==> src/rtl/bru_pkg.sv <==
// Shared types and constants for the branch resolve unit.
// The optional BRU_STATS_EN build adds handshake statistics counters to the top level.
package bru_pkg;

    typedef enum logic [2:0] {
        F3_BEQ  = 3'b000,
        F3_BNE  = 3'b001,
        F3_BLT  = 3'b100,
        F3_BGE  = 3'b101,
        F3_BLTU = 3'b110,
        F3_BGEU = 3'b111
    } funct3_e;

    localparam int unsigned LINK_OFFSET = 4;

    // Per-result decision flags, registered alongside the address fields.
    typedef struct packed {
        logic taken;
        logic illegal;
        logic mispredict;
    } bru_flags_t;

endpackage

==> src/rtl/bru_cond_eval.sv <==
// Combinational RV32I branch condition evaluation: funct3 + operands -> taken / illegal.
module bru_cond_eval
    import bru_pkg::*;
#(
    parameter int XLEN = 32
) (
    input  logic [2:0]      funct3,
    input  logic [XLEN-1:0] rs1,
    input  logic [XLEN-1:0] rs2,
    output logic            taken,
    output logic            illegal
);

    funct3_e f3;
    logic    eq;
    logic    lt_s;
    logic    lt_u;

    assign f3   = funct3_e'(funct3);
    assign eq   = (rs1 == rs2);
    assign lt_s = ($signed(rs1) < $signed(rs2));
    assign lt_u = (rs1 < rs2);

    always_comb begin
        taken   = 1'b0;
        illegal = 1'b0;
        case (f3)
            F3_BEQ:  taken = eq;
            F3_BNE:  taken = !eq;
            F3_BLT:  taken = lt_s;
            F3_BGE:  taken = !lt_s;
            F3_BLTU: taken = lt_u;
            F3_BGEU: taken = !lt_u;
            // 010 and 011 have no branch meaning
            default: illegal = 1'b1;
        endcase
    end

endmodule

==> src/rtl/branch_resolve_unit.sv <==
// Registered branch/jump resolver with valid/ready handshake, latency 1, no skid buffer.
// Define BRU_STATS_EN to add saturating branch/taken/mispredict counters.
module branch_resolve_unit
    import bru_pkg::*;
#(
    parameter int XLEN  = 32,
    parameter int TAG_W = 4,
    parameter int CNT_W = 32
) (
    input  logic             clk,
    input  logic             rst_n,
    input  logic             flush,
    input  logic             in_valid,
    output logic             in_ready,
    input  logic [2:0]       in_funct3,
    input  logic             in_is_jump,
    input  logic             in_is_jalr,
    input  logic [XLEN-1:0]  in_rs1,
    input  logic [XLEN-1:0]  in_rs2,
    input  logic [XLEN-1:0]  in_pc,
    input  logic [XLEN-1:0]  in_imm,
    input  logic             in_pred_taken,
    input  logic [XLEN-1:0]  in_pred_target,
    input  logic [TAG_W-1:0] in_tag,
    output logic             out_valid,
    input  logic             out_ready,
    output logic             out_taken,
    output logic [XLEN-1:0]  out_target,
    output logic [XLEN-1:0]  out_link,
    output logic [XLEN-1:0]  out_redirect_pc,
    output logic             out_mispredict,
    output logic             out_illegal,
    output logic [TAG_W-1:0] out_tag
`ifdef BRU_STATS_EN
    ,
    input  logic             stat_clr,
    output logic [CNT_W-1:0] stat_branches,
    output logic [CNT_W-1:0] stat_taken,
    output logic [CNT_W-1:0] stat_mispredict
`endif
);

    logic             accept;
    logic             cond_taken;
    logic             cond_illegal;
    logic [XLEN-1:0]  jalr_sum;
    logic [XLEN-1:0]  target;
    logic [XLEN-1:0]  link;
    bru_flags_t       flags;

    logic             out_valid_q,  out_valid_d;
    bru_flags_t       flags_q,      flags_d;
    logic [XLEN-1:0]  target_q,     target_d;
    logic [XLEN-1:0]  link_q,       link_d;
    logic [XLEN-1:0]  redirect_q,   redirect_d;
    logic [TAG_W-1:0] tag_q,        tag_d;

    bru_cond_eval #(.XLEN(XLEN)) u_cond_eval (
        .funct3  (in_funct3),
        .rs1     (in_rs1),
        .rs2     (in_rs2),
        .taken   (cond_taken),
        .illegal (cond_illegal)
    );

    assign in_ready = !flush && (!out_valid_q || out_ready);
    assign accept   = in_valid && in_ready;
    assign jalr_sum = in_rs1 + in_imm;

    always_comb begin
        link   = in_pc + XLEN'(LINK_OFFSET);
        target = in_pc + in_imm;
        if (in_is_jump && in_is_jalr) begin
            target = {jalr_sum[XLEN-1:1], 1'b0};
        end
        flags.taken      = in_is_jump || cond_taken;
        flags.illegal    = !in_is_jump && cond_illegal;
        flags.mispredict = !flags.illegal &&
                           ((flags.taken != in_pred_taken) ||
                            (flags.taken && (in_pred_target != target)));
    end

    always_comb begin
        out_valid_d = out_valid_q;
        flags_d     = flags_q;
        target_d    = target_q;
        link_d      = link_q;
        redirect_d  = redirect_q;
        tag_d       = tag_q;
        // flush wins over both a pending output handshake and a new input
        if (flush) begin
            out_valid_d = 1'b0;
        end else if (accept) begin
            out_valid_d = 1'b1;
            flags_d     = flags;
            target_d    = target;
            link_d      = link;
            redirect_d  = flags.taken ? target : link;
            tag_d       = in_tag;
        end else if (out_valid_q && out_ready) begin
            out_valid_d = 1'b0;
        end
    end

    always_ff @(posedge clk) begin
        if (!rst_n) begin
            out_valid_q <= 1'b0;
            flags_q     <= '0;
            target_q    <= '0;
            link_q      <= '0;
            redirect_q  <= '0;
            tag_q       <= '0;
        end else begin
            out_valid_q <= out_valid_d;
            flags_q     <= flags_d;
            target_q    <= target_d;
            link_q      <= link_d;
            redirect_q  <= redirect_d;
            tag_q       <= tag_d;
        end
    end

    assign out_valid       = out_valid_q;
    assign out_taken       = flags_q.taken;
    assign out_illegal     = flags_q.illegal;
    assign out_mispredict  = flags_q.mispredict;
    assign out_target      = target_q;
    assign out_link        = link_q;
    assign out_redirect_pc = redirect_q;
    assign out_tag         = tag_q;

`ifdef BRU_STATS_EN
    logic                 stat_fire;
    logic [2:0]           stat_inc;
    logic [3*CNT_W-1:0]   stat_vec;

    // A flushed cycle is not a completed handshake, so it is not counted.
    assign stat_fire = out_valid_q && out_ready && !flush;
    assign stat_inc  = {flags_q.mispredict, flags_q.taken, !flags_q.illegal} & {3{stat_fire}};

    generate
        for (genvar gi = 0; gi < 3; gi++) begin : g_stat
            logic [CNT_W-1:0] cnt_q, cnt_d;

            always_comb begin
                cnt_d = cnt_q;
                if (stat_clr) begin
                    cnt_d = '0;
                end else if (stat_inc[gi] && (cnt_q != '1)) begin
                    cnt_d = cnt_q + CNT_W'(1);
                end
            end

            always_ff @(posedge clk) begin
                if (!rst_n) begin
                    cnt_q <= '0;
                end else begin
                    cnt_q <= cnt_d;
                end
            end

            assign stat_vec[gi*CNT_W +: CNT_W] = cnt_q;
        end
    endgenerate

    assign stat_branches   = stat_vec[0*CNT_W +: CNT_W];
    assign stat_taken      = stat_vec[1*CNT_W +: CNT_W];
    assign stat_mispredict = stat_vec[2*CNT_W +: CNT_W];
`else
    // CNT_W only sizes the statistics counters, which this build omits.
    logic unused_cnt_w;
    assign unused_cnt_w = ^CNT_W;
`endif

endmodule

==> config.mk <==
export PLATFORM = sky130hd
export DESIGN_NAME = branch_resolve_unit
export DESIGN_NICKNAME = d
export VERILOG_FILES = /design/src/rtl/bru_pkg.sv /design/src/rtl/bru_cond_eval.sv /design/src/rtl/branch_resolve_unit.sv
export SDC_FILE = /design/constraint.sdc
export NUM_CORES = 1
export LEC_CHECK = 0
export CORE_MARGIN = 8
export CORE_UTILIZATION = 52
export CTS_BUF_LIST = sky130_fd_sc_hd__clkbuf_4
export CTS_CLUSTER_SIZE = 8
export DETAILED_ROUTE_END_ITERATION = 10
export PLACE_DENSITY = 0.84
export SYNTH_ARGS = -nofsm -noshare
export SYNTH_HDL_FRONTEND = slang
export SYNTH_HIERARCHICAL = 1
export SYNTH_SLANG_ARGS = --single-unit
==> constraint.sdc <==
create_clock -name clk -period 6.65 [get_ports clk]
set_input_delay 1.6625 -clock clk [delete_from_list [all_inputs] [get_ports clk]]
set_output_delay 1.6625 -clock clk [all_outputs]
set_load 0.03 [all_outputs]
==> impl_metrics.env, run 1 <==
export IMPL_status="finished clean"
export IMPL_ys_seq_elements=104
export IMPL_grt_total_usage=0.307
export IMPL_power_density_nw_per_um2=161
export IMPL_hold_viol_final=0
export IMPL_globalRouteMet3Util=0.0430
export IMPL_min_period_over_period=0.899
export IMPL_max_stage_delay_ns=0.53
export IMPL_io_pins=280
export IMPL_layout_common_cells="278 x clkdlybuf4s50_1, 184 x nand2_1, 113 x nor2_1"
export IMPL_wl_per_cell_um=21.7
export IMPL_ys_seq_area_frac=0.186
export IMPL_synth_area_per_cell_um2=7.56
export IMPL_setup_slack_ns=0.673
export IMPL_clk_latency_ns=0.44
export IMPL_nets=1961
export IMPL_clkSinkCount=104
export IMPL_drt_drc_violations_left=0
export IMPL_grt_max_degree=106
export IMPL_finalPower_mw=2.28
export IMPL_grtUsageMet1=0.412
export IMPL_path_cells="clkdlybuf4s50_1 -> ha_1 -> nand4_2 -> nor4_2 -> and2_2 -> o31ai_4 -> nand3_1 -> a31o_1 -> or2_2 -> o211ai_1 -> a221oi_1 -> nand4_1 -> and4bb_2 -> nand4_1 -> or4_1 -> or4_1 -> nor4_1 -> nor2_1"
export IMPL_areaGrowthSynthToFinish_pct=26.1
export IMPL_grtUsageMet2=0.498
export IMPL_grt_busiest_layer="met2"
export IMPL_synthAdderAreaFrac=0.109
export IMPL_synth_compound_area_frac=0.271
export IMPL_grt_pass1_vias=11688
export IMPL_utilization=0.669
export IMPL_firstDrtPassIters=5
export IMPL_synth_mux_area_frac=0.0162
export IMPL_slew_headroom=0.362
export IMPL_synth_top_family_by_area="compound AO/OA/AOI/OAI gates"
export IMPL_cts_root_buf="clkbuf_4"
export IMPL_post_dp_hpwl_um=35600
export IMPL_crit_required_ns=6.99
export IMPL_final_min_clock_period_ns=5.98
export IMPL_grt_pass1_wl_um=64500
export IMPL_synth_simple_area_share=0.261
export IMPL_placed_area_um2=14000
export IMPL_tightest_slew_ns=0.957
export IMPL_r2r_end="out_mispredict"
export IMPL_max_cap_violations=0
export IMPL_fillers=1864
export IMPL_synth_area_um2=11200
export IMPL_async_reset_ff_frac=0
export IMPL_rows=53
export IMPL_finalMaxSlewViolations=0
export IMPL_finClkSkew_ns=0.0133
export IMPL_core_um2=21100
export IMPL_ff2ff_path_depth=11
export IMPL_start_util=0.530
export IMPL_drt_iter0_drc=1120
export IMPL_die_area_um2=26500
export IMPL_leakage_nw=6.00
export IMPL_setup_viol=0
export IMPL_crit_path_top_delay_cell="or4_1"
export IMPL_netlist_instances=1479
export IMPL_end_kind="register"
export IMPL_synth_edf_count=0
export IMPL_chipHeight_um=163
export IMPL_synth_nets=1750
export IMPL_dp_slack_ns=0.234
export IMPL_hold_depth=2
export IMPL_synth_ff_type="dfxtp_1"
export IMPL_num_vias=12392
export IMPL_port_buffers=279
export IMPL_drive_above_1_share=0.0466
export IMPL_clk_pin_slew_ns=0.15
export IMPL_gp_congestion=0.991
export IMPL_postCtsSetupBuffers=0
export IMPL_hold_path_end="out_redirect_pc[7]"
export IMPL_fin_hold_ws_ns=0.473
export IMPL_ctsHoldBuffers=0
export IMPL_cts_tree="done"
export IMPL_hold_start="out_redirect_pc[7]"
export IMPL_worstPathMaxFanout=3
export IMPL_ff2ff_setup_slack_ns=3.50
export IMPL_ant_nets=0
export IMPL_htreeDepth=3
export IMPL_final_common_cell="clkdlybuf4s50_1"
export IMPL_instances_no_fill=1970
export IMPL_r2r_start="out_valid"
export IMPL_final_area_um2=14100
export IMPL_worstPathArrival_ns=6.31
export IMPL_cts_buffers=9
export IMPL_fp_dieW_um=163
export IMPL_clock_path_buffers=2
export IMPL_fmax_mhz=167
export IMPL_hp_class="register to register"
export IMPL_cts_resized=0
export IMPL_grt_overflow=0
export IMPL_fin_setup_tns_ns=0
export IMPL_antenna_found_initial=1
export IMPL_start_kind="input port"
export IMPL_dp_cells=1954
export IMPL_synth_xor_area_frac=0.0967
export IMPL_totalWireLength_um=42700
export IMPL_critical_path_class="input port to register"
export IMPL_rsz0062_at_grt="no"
export IMPL_viasPerCell=6.29
export IMPL_peakVddDrop_uv=90.7
export IMPL_yosys_warnings=6
export IMPL_synth_distinct_cells=94
==> kinds of logic (layout without fill, tap and decap cells) <==
family	Yosys count	in the layout
AND/OR/NAND/NOR	583	583
AO/OA/AOI/OAI	426	426
buffers and inverters	145	360
XOR/XNOR	107	107
flip-flops	104	104
adder cells (fa/ha/maj)	96	96
multiplexers	18	18
other	0	1
==> per-layer routing <==
metal  routed length, µm  up-vias
li1                    -     5841
met1               18100     5846
met2               19200      634
met3                4140       71
met4                1320        0
met5                   0        -
==> synthesized netlist by cell type (all sizes together), types with 18 or more instances <==
master    n  area share
a211oi   18       0.012
a21boi   33       0.022
a21o     23       0.015
a21oi   104       0.047
and2     23       0.014
and3     26       0.015
buf      22       0.012
clkbuf   69       0.029
dfxtp   104        0.19
ha       94        0.11
inv      53       0.018
nand2   187       0.063
nand3    51       0.023
nand4    31       0.018
nor2    113       0.038
nor3     40       0.018
nor3b    28       0.019
o211a    42       0.038
o211ai   24       0.016
o21ai    64       0.029
xnor2    50       0.039
xor2     47       0.037
==> critical path: cells and delay by family <==
kind / cells / cell delay [ns]
buf+inv: 1 / 0.46
fa+ha+maj: 1 / 0.40
compound gates: 4 / 0.69
simple gates: 12 / 3.08
==> worst max path at each step <==
stage | startpoint | end | slack [ns] | depth (start not counted)
2_1_floorplan | in_rs2[17] | out_mispredict | 1.15 | 19
3_3_place_gp | in_rs1[31] | out_mispredict | 0.45 | 18
3_5_place_dp | in_rs1[31] | out_mispredict | 0.23 | 18
4_1_cts | in_rs1[31] | out_mispredict | 0.72 | 18
5_1_grt | in_rs1[31] | out_mispredict | 0.52 | 18
6_report | in_rs1[31] | out_mispredict | 0.67 | 18
==> registers in the layout, summed over array words and instances, names as in the netlist <==
signal           count
out_redirect_pc     32
out_mispredict       1
out_link            32
out_valid            1
out_tag              4
out_illegal          1
out_target          32
out_taken            1
==> area by class of cell <==
cell class / instances / area (µm²) / share of cell area
inverter: 53 / 199 / 0.0141
antenna: 1 / 2.50 / 0.000177
timing repair buffer: 292 / 2890 / 0.205
clock inverter: 6 / 85.1 / 0.00603
clock buffer: 9 / 67.6 / 0.00479
tap: 275 / 344 / 0.0244
multi-input combinational: 1230 / 8440 / 0.598
sequential: 104 / 2080 / 0.148
==> report_power, final <==
| part | leakage [nW] | switching (mW) | internal, mW |
|---|---|---|---|
| clock network | 0.0794 | 0.200 | 0.149 |
| logic | 5.07 | 0.718 | 0.514 |
| registers | 0.855 | 0.0276 | 0.669 |
| total | 6.00 | 0.945 | 1.33 |
Power figures use the tool's default switching activity.
==> run 2, diff against run 1 <==
- GPL_TIMING_DRIVEN: not set -> 1
- RECOVER_POWER: not set -> 25
- SLEW_MARGIN: not set -> 20
==> run 2 against run 1 <==
  * The run now ends with max-capacitance violations, max-slew violations left
  * Worst hold slack about the same
  * Sequential share of layout area hardly changed
  * Cell area hardly changed
  * First-iteration DRC count is 3.1% lower
  * Global-route usage is the same
  * Die area unchanged
  * Clock power about the same
  * Utilization barely moved
  * Critical path type unchanged
==> impl_metrics.env, run 2 (synthesized netlist as in run 1, its figures left out) <==
export IMPL_status="finished with violations"
export IMPL_violations="max-capacitance violations, max-slew violations"
export IMPL_crit_required_ns=6.99
export IMPL_drive_above_1_share=0.0460
export IMPL_fp_dieW_um=163
export IMPL_fmax_mhz=166
export IMPL_start_util=0.530
export IMPL_grt_pass1_wl_um=64500
export IMPL_max_cap_violations=1
export IMPL_finalPower_mw=2.27
export IMPL_hp_class="register to register"
export IMPL_tightest_slew_ns=3.79
export IMPL_clk_latency_ns=0.45
export IMPL_worstPathArrival_ns=6.35
export IMPL_antenna_found_initial=1
export IMPL_rows=53
export IMPL_clock_path_buffers=2
export IMPL_cts_buffers=9
export IMPL_power_density_nw_per_um2=161
export IMPL_final_min_clock_period_ns=6.01
export IMPL_min_period_over_period=0.904
export IMPL_die_area_um2=26500
export IMPL_start_kind="input port"
export IMPL_hold_depth=2
export IMPL_areaGrowthSynthToFinish_pct=26.1
export IMPL_drt_iter0_drc=1085
export IMPL_leakage_nw=6.14
export IMPL_hold_start="out_redirect_pc[7]"
export IMPL_totalWireLength_um=42800
export IMPL_setup_worst_path_start="in_rs1[31]"
export IMPL_num_vias=12364
export IMPL_clkSinkCount=104
export IMPL_grt_pass1_vias=11688
export IMPL_slew_headroom=-1.52
export IMPL_post_dp_hpwl_um=35600
export IMPL_hold_viol_final=0
export IMPL_fin_setup_tns_ns=0
export IMPL_critical_path_class="input port to register"
export IMPL_firstDrtPassIters=5
export IMPL_ctsHoldBuffers=0
export IMPL_ant_nets=0
export IMPL_viasPerCell=6.28
export IMPL_chipHeight_um=163
export IMPL_gp_congestion=0.991
export IMPL_cts_resized=0
export IMPL_ff2ff_path_depth=11
export IMPL_grt_overflow=0
export IMPL_htreeDepth=3
export IMPL_postCtsSetupBuffers=0
export IMPL_grt_max_degree=106
export IMPL_core_um2=21100
export IMPL_port_buffers=279
export IMPL_finalMaxSlewViolations=106
export IMPL_nets=1961
export IMPL_grt_total_usage=0.307
export IMPL_clk_pin_slew_ns=0.15
export IMPL_cts_tree="done"
export IMPL_end_kind="register"
export IMPL_setup_viol=0
export IMPL_peakVddDrop_uv=90.7
export IMPL_fin_hold_ws_ns=0.473
export IMPL_final_common_cell="clkdlybuf4s50_1"
export IMPL_layout_common_cells="228 x clkdlybuf4s50_1, 184 x nand2_1, 113 x nor2_1"
export IMPL_cts_root_buf="clkbuf_4"
export IMPL_wl_per_cell_um=21.7
export IMPL_drt_drc_violations_left=0
export IMPL_io_pins=280
export IMPL_finClkSkew_ns=0.0166
export IMPL_rsz0062_at_grt="no"
export IMPL_worstPathMaxFanout=3
export IMPL_r2r_start="out_valid"
run 2: cell types whose count changed in the layout (fill, tap and decap cells not counted), sizes merged:
cell,change
clkdlybuf4s50,-50
clkbuf,+1
dlygate4sd3,+50
buf,-1
run 2: routing by layer:
metal  vias to the layer above  GRT usage  part of all wire
met3                        72     0.0430             0.092
met4                         0      0.105             0.031
met5                         -          0                 0
met1                      5816      0.412              0.43
met2                       630      0.498              0.45
li1                       5846          -                 -
run 2: critical path: stages:
cell             delay [ns]
clkdlybuf4s50_1        0.46
ha_1                   0.40
nand4_2                0.16
nor4_2                 0.43
nand4_1                0.18
xor2_1                 0.18
nor3_1                 0.14
a31o_1                 0.26
or2_2                  0.17
o211ai_1               0.10
a221oi_1               0.23
nand4_1                0.13
and4bb_2               0.30
nand4_1                0.09
or4_1                  0.50
or4_1                  0.53
nor4_1                 0.35
nor2_1                 0.06
run 2: per-stage QoR:
step,std cells,setup slack (ns),utilization,instance area [µm²]
after floorplan,1479,1.15,-,11200
after global placement,1954,0.452,0.662,14000
after detailed placement,1954,0.234,0.662,14000
after CTS,1969,0.722,0.669,14100
after global routing,1970,0.514,0.669,14100
final,1970,0.641,0.669,14100
run 2: layout make-up:
cell class,count,area (µm²)
inverters,53,199
fillers,1866,6980
multi-input cells,1230,8440
repair buffers,292,2880
well taps,275,344
flip-flops and latches,104,2080
clock inverters,6,85.1
diodes,1,2.50
clock buffers,9,67.6
run 2: path summary, 6_finish.rpt:
kind / to / slack, ns
setup reg to reg: out_mispredict / 3.50
hold reg to reg: out_redirect_pc[7] / 0.47
setup / recovery: out_mispredict / 0.64
hold / removal: out_redirect_pc[7] / 0.47
run 2: power breakdown:
group / switching (mW) / leakage [nW] / total [mW] / internal [mW]
clock network: 0.201 / 0.0794 / 0.350 / 0.149
registers: 0.0267 / 0.855 / 0.695 / 0.669
logic: 0.718 / 5.20 / 1.23 / 0.508
total: 0.945 / 6.14 / 2.27 / 1.33
